<file path="config.mk">
export PLATFORM = sky130hd
export DESIGN_NAME = sr_flag_arbiter
export DESIGN_NICKNAME = d
export VERILOG_FILES = /design/src/rtl/sr_flag_arbiter.sv
export SDC_FILE = /design/constraint.sdc
export NUM_CORES = 1
export LEC_CHECK = 0
export BUFFER_PORTS_ARGS = -buffer_cell sky130_fd_sc_hd__buf_2
export CORE_ASPECT_RATIO = 0.75
export CORE_MARGIN = 2
export CORE_UTILIZATION = 59
export DETAILED_ROUTE_END_ITERATION = 10
export GPL_ROUTABILITY_DRIVEN = 0
export PLACE_DENSITY = 0.87
export SLEW_MARGIN = 10
export SYNTH_ARGS = -nofsm -noshare
export SYNTH_HDL_FRONTEND = slang
export SYNTH_SLANG_ARGS = --single-unit
</file>
<file path="constraint.sdc">
create_clock -name clk -period 5.7 [get_ports clk]
set_input_delay 0 -clock clk [delete_from_list [all_inputs] [get_ports clk]]
set_output_delay 0 -clock clk [all_outputs]
set_load 0.005 [all_outputs]
</file>
<file path="src/rtl/sr_flag_arbiter.sv">
// Round-robin arbitrated write port for a bank of set/reset flags.
// One granted command per clock; invalid commands are consumed and flagged on err.
module sr_flag_arbiter #(
    parameter int NUM_REQ   = 4,
    parameter int NUM_FLAGS = 8,
    parameter int IDX_W     = 3
) (
    input  logic                     clk,
    input  logic                     rst,
    input  logic [NUM_REQ-1:0]       req,
    input  logic [2*NUM_REQ-1:0]     op,
    input  logic [IDX_W*NUM_REQ-1:0] idx,
    output logic [NUM_REQ-1:0]       gnt,
    output logic [NUM_FLAGS-1:0]     q,
    output logic [NUM_FLAGS-1:0]     qbar,
    output logic                     err,
    output logic                     busy
);

    localparam int PTR_W = (NUM_REQ > 1) ? $clog2(NUM_REQ) : 1;

    logic [PTR_W-1:0]     rr_ptr;
    logic [PTR_W-1:0]     ptr_next;
    logic [NUM_REQ-1:0]   elig;
    logic [NUM_REQ-1:0]   gnt_next;
    logic                 found;
    logic [1:0]           sel_op;
    logic [IDX_W-1:0]     sel_idx;
    logic                 cmd_ok;
    logic [NUM_FLAGS-1:0] q_next;

    // The requester granted last cycle is masked so it can drop req without a double grant.
    assign elig = req & ~gnt;
    assign busy = |elig;
    assign qbar = ~q;

    always_comb begin
        int cand;
        cand     = 0;
        found    = 1'b0;
        gnt_next = '0;
        sel_op   = 2'b00;
        sel_idx  = '0;
        ptr_next = rr_ptr;
        for (int i = 0; i < NUM_REQ; i++) begin
            cand = int'(rr_ptr) + i;
            if (cand >= NUM_REQ)
                cand = cand - NUM_REQ;
            for (int k = 0; k < NUM_REQ; k++) begin
                if (!found && k == cand && elig[k]) begin
                    found       = 1'b1;
                    gnt_next[k] = 1'b1;
                    sel_op      = op[2*k +: 2];
                    sel_idx     = idx[IDX_W*k +: IDX_W];
                    ptr_next    = (k == NUM_REQ - 1) ? '0 : PTR_W'(k + 1);
                end
            end
        end
    end

    always_comb begin
        cmd_ok = (sel_op != 2'b11) && (32'(sel_idx) < NUM_FLAGS);
        q_next = q;
        if (found && cmd_ok && sel_op != 2'b00) begin
            for (int f = 0; f < NUM_FLAGS; f++) begin
                if (32'(sel_idx) == f)
                    q_next[f] = sel_op[1];
            end
        end
    end

    // Grant, error pulse and bank write all land on the same edge.
    always_ff @(posedge clk or posedge rst) begin
        if (rst) begin
            gnt    <= '0;
            err    <= 1'b0;
            rr_ptr <= '0;
            q      <= '0;
        end else begin
            gnt    <= gnt_next;
            err    <= found && !cmd_ok;
            rr_ptr <= ptr_next;
            q      <= q_next;
        end
    end

endmodule

</file>
==> flow_summary.ini, run 1 <==
[sta]
timing.slew.headroom = 0.332
worst_pin_slew_ps = 1000
setup_violations = 0
min_period_ps = 3280
finalCritPeriodShare = 0.575
finalHoldViolations = 0
hold_slack_ps = 259
rsz0062_at_grt = false
tns_ps = 0
fin_ws_ps = 2420
max_freq_mhz = 305
slew_viol_final = 0
skew_ps = 4.84

[setup_path]
endpoint = q[0]$_DFFE_PP0P_
crit_required_ps = 5880
rr_worst_depth = 9
crit_type = reg -> reg
crit_slowest_cell = dfrtp_1
cp_slowest_stage_delay_ps = 710
endpoint_kind = flop
worstPathArrival_ps = 3460
path_cells = nand2b_1, nor3_2, o21ai_0, o211ai_1, nor3_1, o21ai_1, nand2_2, nor4b_1, a2bb2oi_1
r2r-start = rr_ptr[1]$_DFFE_PP0P_
r2r-end = q[0]$_DFFE_PP0P_
rrSetupSlack_ps = 2420
cp-start-kind = flop
worst-path-max-fanout = 30
crit_start = rr_ptr[1]$_DFFE_PP0P_

[global_routing]
grt_antenna_before_repair = 0
grt_use_total = 0.341
grt_max_degree = 31
grt_overflow = 0
first_global_vias = 2195
grt_pass1_wl_um = 10200

[clock_network]
clock_latency_ps = 260
cts_setup_buffers = 0
cts_hold_buf = 1
ctsResizeCount = 0
clk_pin_slew_worst_paths_ps = 70
cts.htree.levels = 1
numCtsBuffers = 3
cts_tree = built
root_buffer = clkbuf_8
cts.sink_count = 15
clk_path_buf_depth = 2

[floorplanning]
start_util = 0.605
die_w_um = 70.6
pin_count = 48
die_h_um = 53.9
die_area_um2 = 3810
fp-row-count = 18
core-area_um2 = 3240

[detailed_routing]
vias = 2507
wl_um = 6540
antenna_left = 0
via_per_inst = 7.14
dr.pass1.iters = 7
drtIter0Drc = 427
drc_errors = 0
wire_per_inst_um = 18.6

[synth]
synth_warnings = 0
synth_async_sr_flop_share = 1.00
ys_seq_elements = 15
syn_avg_cell_area_um2 = 7.05
synth_enable_flop_cells = 0
synth_nets = 304
netlist_area_um2 = 1960
synth_flop_cell = dfrtp_1
ys_types = 67
syn_inst = 278
yosysSeqAreaShare = 0.191

[final_layout]
final_layout_size_suffix_gt1_frac = 0.228
syn_to_final_growth_pct = 12.1
n_antenna_cell = 0
regArea_um2 = 375
final_common_cell = buf_2
final_core_util = 0.678
final_cell_mix = buf_2 (47), o21ai_0 (26), a21oi_1 (24)
multi_input_comb_area_um2 = 1430
nets = 338
nFillCells = 278

[hold_path]
hp-class = in -> reg
min_path_cells = 4

[power_and_ir_drop]
fin_total_pwr_mw = 1.17
ir_worst_vdd_mv = 0.430
power.density_nw_per_um2 = 531
p_leak_nw = 0.916

[job]
maxCapViolCount = 0

[run_status]
status = finished clean

[place]
hpwl_um = 4640
dp_slack_ps = 2570
numPortBuffers = 47
[worst max-delay path: cells and delay by family, from the launching register on]
kind             cells  cell delay, ps
AO/OA/AOI/OAI        4             940
flip-flops           1             710
AND/OR/NAND/NOR      5            1540
[logic make-up (layout without fill, tap and decap cells)]
group / count (synthesis) / after routing / synth area share
compound gates: 115 / 115 / 0.399
buf+inv: 32 / 65 / 0.0810
simple gates: 115 / 115 / 0.324
flops: 15 / 15 / 0.191
mux: 1 / 1 / 0.00511
[metal layers]
metal  vias up  global-route usage  part of all wire
li1       1123                   -                 -
met1      1096               0.459              0.39
met2       236               0.539              0.41
met3        52              0.0880              0.16
met4         0               0.119             0.040
met5         -                   0                 0
[worst min path at each step]
stage                      from                to  slack [ps]
final                     op[6]  q[5]$_DFFE_PP0P_         260
after floorplan             rst     err$_DFF_PP0_        -100
after global placement      rst  gnt[1]$_DFF_PP0_          90
after detailed placement    rst  gnt[1]$_DFF_PP0_         100
after global routing      op[7]     err$_DFF_PP0_         280
after CTS                 op[6]  q[5]$_DFFE_PP0P_         240
[synth_stat cells (5+ instances only)]
library cell  count  area [um^2]
o21ai_0          26          130
a21oi_1          24          120
nor2_1           23         86.3
nand2_1          20         75.1
dfrtp_1          15          375
buf_2            13         65.1
nor3_1           13         65.1
inv_1            12         45.0
nand3_1          11         55.1
nand2b_1         10         62.6
a31oi_1           7         43.8
nand4_1           7         43.8
a22oi_1           6         45.0
a32o_1            6         60.1
o21ai_1           5         25.0
o22ai_1           5         31.3
[sequential cells by signal, indices dropped and copies added, names as in the netlist]
signal  flops
err         1
gnt         4
q           8
rr_ptr      2
[report_power, final]
part	total [mW]	internal, mW	switching, mW
sequential	0.218	0.142	0.0754
combinational	0.856	0.308	0.548
clock	0.0933	0.0493	0.0439
[area by class of cell]
| cell class | instances | share of cell area |
|---|---|---|
| Timing Repair Buffer | 49 | 0.115 |
| Tap cell | 40 | 0.0228 |
| Multi-Input combinational cell | 231 | 0.649 |
| Inverter | 12 | 0.0205 |
| Sequential cell | 15 | 0.171 |
| Clock inverter | 1 | 0.00341 |
| Clock buffer | 3 | 0.0188 |
[metrics by stage]
stage               cell area (um^2)  std cells
CTS                             2200        351
global route                    2200        351
finish                          2200        351
floorplan                       1960        278
detailed placement              2140        346
global placement                2140        346
No activity file was read; power rests on OpenSTA's default activity.
==> run 2, diff against run 1 <==
--- a/config.mk
+++ b/config.mk
@@ -8,10 +8,10 @@
 export BUFFER_PORTS_ARGS = -buffer_cell sky130_fd_sc_hd__buf_2
 export CORE_ASPECT_RATIO = 0.75
 export CORE_MARGIN = 2
-export CORE_UTILIZATION = 59
+export CORE_UTILIZATION = 49
 export DETAILED_ROUTE_END_ITERATION = 10
 export GPL_ROUTABILITY_DRIVEN = 0
-export PLACE_DENSITY = 0.87
+export PLACE_DENSITY = 0.77
 export SLEW_MARGIN = 10
 export SYNTH_ARGS = -nofsm -noshare
 export SYNTH_HDL_FRONTEND = slang
==> constraint.sdc (replaced) <==
create_clock -name clk -period 2.85 [get_ports clk]
set_input_delay 0 -clock clk [delete_from_list [all_inputs] [get_ports clk]]
set_output_delay 0 -clock clk [all_outputs]
set_load 0.005 [all_outputs]
==> run 2 against run 1 <==
Net effect:
- sequential share of layout area decreased by 1.0 points
- sequential power increased by 79%
- clock power increased by 93%
- critical path depth unchanged
- clock skew decreased by 4.0 ps
- setup slack got worse by 2200 ps
- critical path type unchanged
- critical endpoint is now q[1]$_DFFE_PP0P_
- largest power group unchanged
==> flow_summary.ini, run 2 (synthesized netlist as in run 1, its figures left out) <==
[final_layout]
syn_to_final_growth_pct = 19.3
final_layout_size_suffix_gt1_frac = 0.276
final_common_cell = buf_2
top_regs = q x8, gnt x4, rr_ptr x2
stdcell_area_um2 = 2340
final_core_util = 0.623
nets = 353
largest-register = q
largest_reg_flops = 8
nFillCells = 381
final_cell_mix = buf_2 (47), o21ai_0 (26), a21oi_1 (24)
n_antenna_cell = 0

[sta]
finalCritPeriodShare = 0.936
tns_ps = 0
timing.slew.headroom = 0.568
skew_ps = 0.881
slew_viol_final = 0
min_period_ps = 2670
finalHoldViolations = 0
setup_violations = 0
worst_pin_slew_ps = 643
rsz0062_at_grt = false
fin_ws_ps = 182
max_freq_mhz = 375

[global_routing]
grt_max_degree = 18
grt_overflow = 0
grt_pass1_wl_um = 10900
grt_antenna_before_repair = 0
first_global_vias = 2178
grt_use_total = 0.302

[run_status]
status = finished clean

[floorplanning]
pin_count = 48
die_area_um2 = 4530
die_h_um = 58.8
core-area_um2 = 3760
fp-row-count = 19
die_w_um = 77.0
start_util = 0.522

[hold_path]
hp-class = in -> reg

[place]
dp_slack_ps = 77.4
numPortBuffers = 47
hpwl_um = 5230
place_area_um2 = 2270

[clock_network]
numCtsBuffers = 3
cts_tree = built
clk_path_buf_depth = 2
clk_pin_slew_worst_paths_ps = 60
clock_latency_ps = 250
root_buffer = clkbuf_8
cts_setup_buffers = 0
cts.sink_count = 15
cts.htree.levels = 1

[detailed_routing]
dr.pass1.iters = 5
drtIter0Drc = 390
via_per_inst = 6.65
wl_um = 6870
antenna_left = 0
vias = 2512
wire_per_inst_um = 18.2
drc_errors = 0

[setup_path]
worst-path-max-fanout = 11
endpoint_kind = flop
worstPathArrival_ps = 2810
path_cells = nand2b_2, nor3_1, o21ai_0, o211a_1, a22oi_1, a21o_1, nand2_2, o21ai_2, o2bb2a_4
crit_required_ps = 2990
cp-start-kind = flop
cp_slowest_stage_delay_ps = 610
crit_type = reg -> reg
crit_slowest_cell = nor3_1

[power_and_ir_drop]
ir_worst_vdd_mv = 0.699
power.density_nw_per_um2 = 1050
fin_total_pwr_mw = 2.45
p_leak_nw = 0.993

[job]
maxCapViolCount = 0
[run 2: what timing repair did]
item,in CTS,in global routing
setup endpoints to repair,0,8
hold buffers,1,0
hold endpoints to repair,15,0
gates resized for setup,0,5
[run 2: through the flow]
step                hold WS [ps]  std cells
floorplan                  -98.5        278
global placement             100        373
detailed placement           101        373
CTS                          228        378
global route                 233        378
finish                       205        378
[run 2: cell type report]
| type | count | area (um^2) | area share |
|---|---|---|---|
| timing repair buffer | 64 | 365 | 0.156 |
| sequential | 15 | 375 | 0.160 |
| tap | 52 | 65.1 | 0.0278 |
| multi-input combinational | 231 | 1440 | 0.617 |
| clock buffer | 4 | 45.0 | 0.0193 |
| inverter | 12 | 45.0 | 0.0193 |
[run 2: path summary, 6_finish.rpt]
kind	from	endpoint	slack (ps)	depth (start not counted)
max in group asynchronous	rst	gnt[0]$_DFF_PP0_	2100	3
worst max register to register	gnt[2]$_DFF_PP0_	q[1]$_DFFE_PP0P_	180	9
worst max-delay path	gnt[2]$_DFF_PP0_	q[1]$_DFFE_PP0P_	180	9
min in group asynchronous	rst	gnt[1]$_DFF_PP0_	360	3
worst min-delay path	req[3]	gnt[3]$_DFF_PP0_	210	4
worst min register to register	q[4]$_DFFE_PP0P_	q[4]$_DFFE_PP0P_	570	2
[run 2: where the power goes]
part	switching [mW]	internal (mW)
sequential	0.103	0.286
combinational	1.15	0.729
clock	0.0807	0.0992
[run 2: worst max-delay path: cells and delay by family, from the launching register on]
| kind | cells | cell delay [ps] |
|---|---|---|
| flops | 1 | 400 |
| compound gates | 6 | 1130 |
| simple gates | 3 | 1040 |
[run 2: per-layer routing]
layer | track usage | up-vias | part of all wire
met2 | 0.439 | 195 | 0.41
li1 | - | 1155 | -
met1 | 0.445 | 1129 | 0.42
met4 | 0.0893 | 0 | 0.028
met3 | 0.0736 | 33 | 0.14
met5 | 0 | - | 0
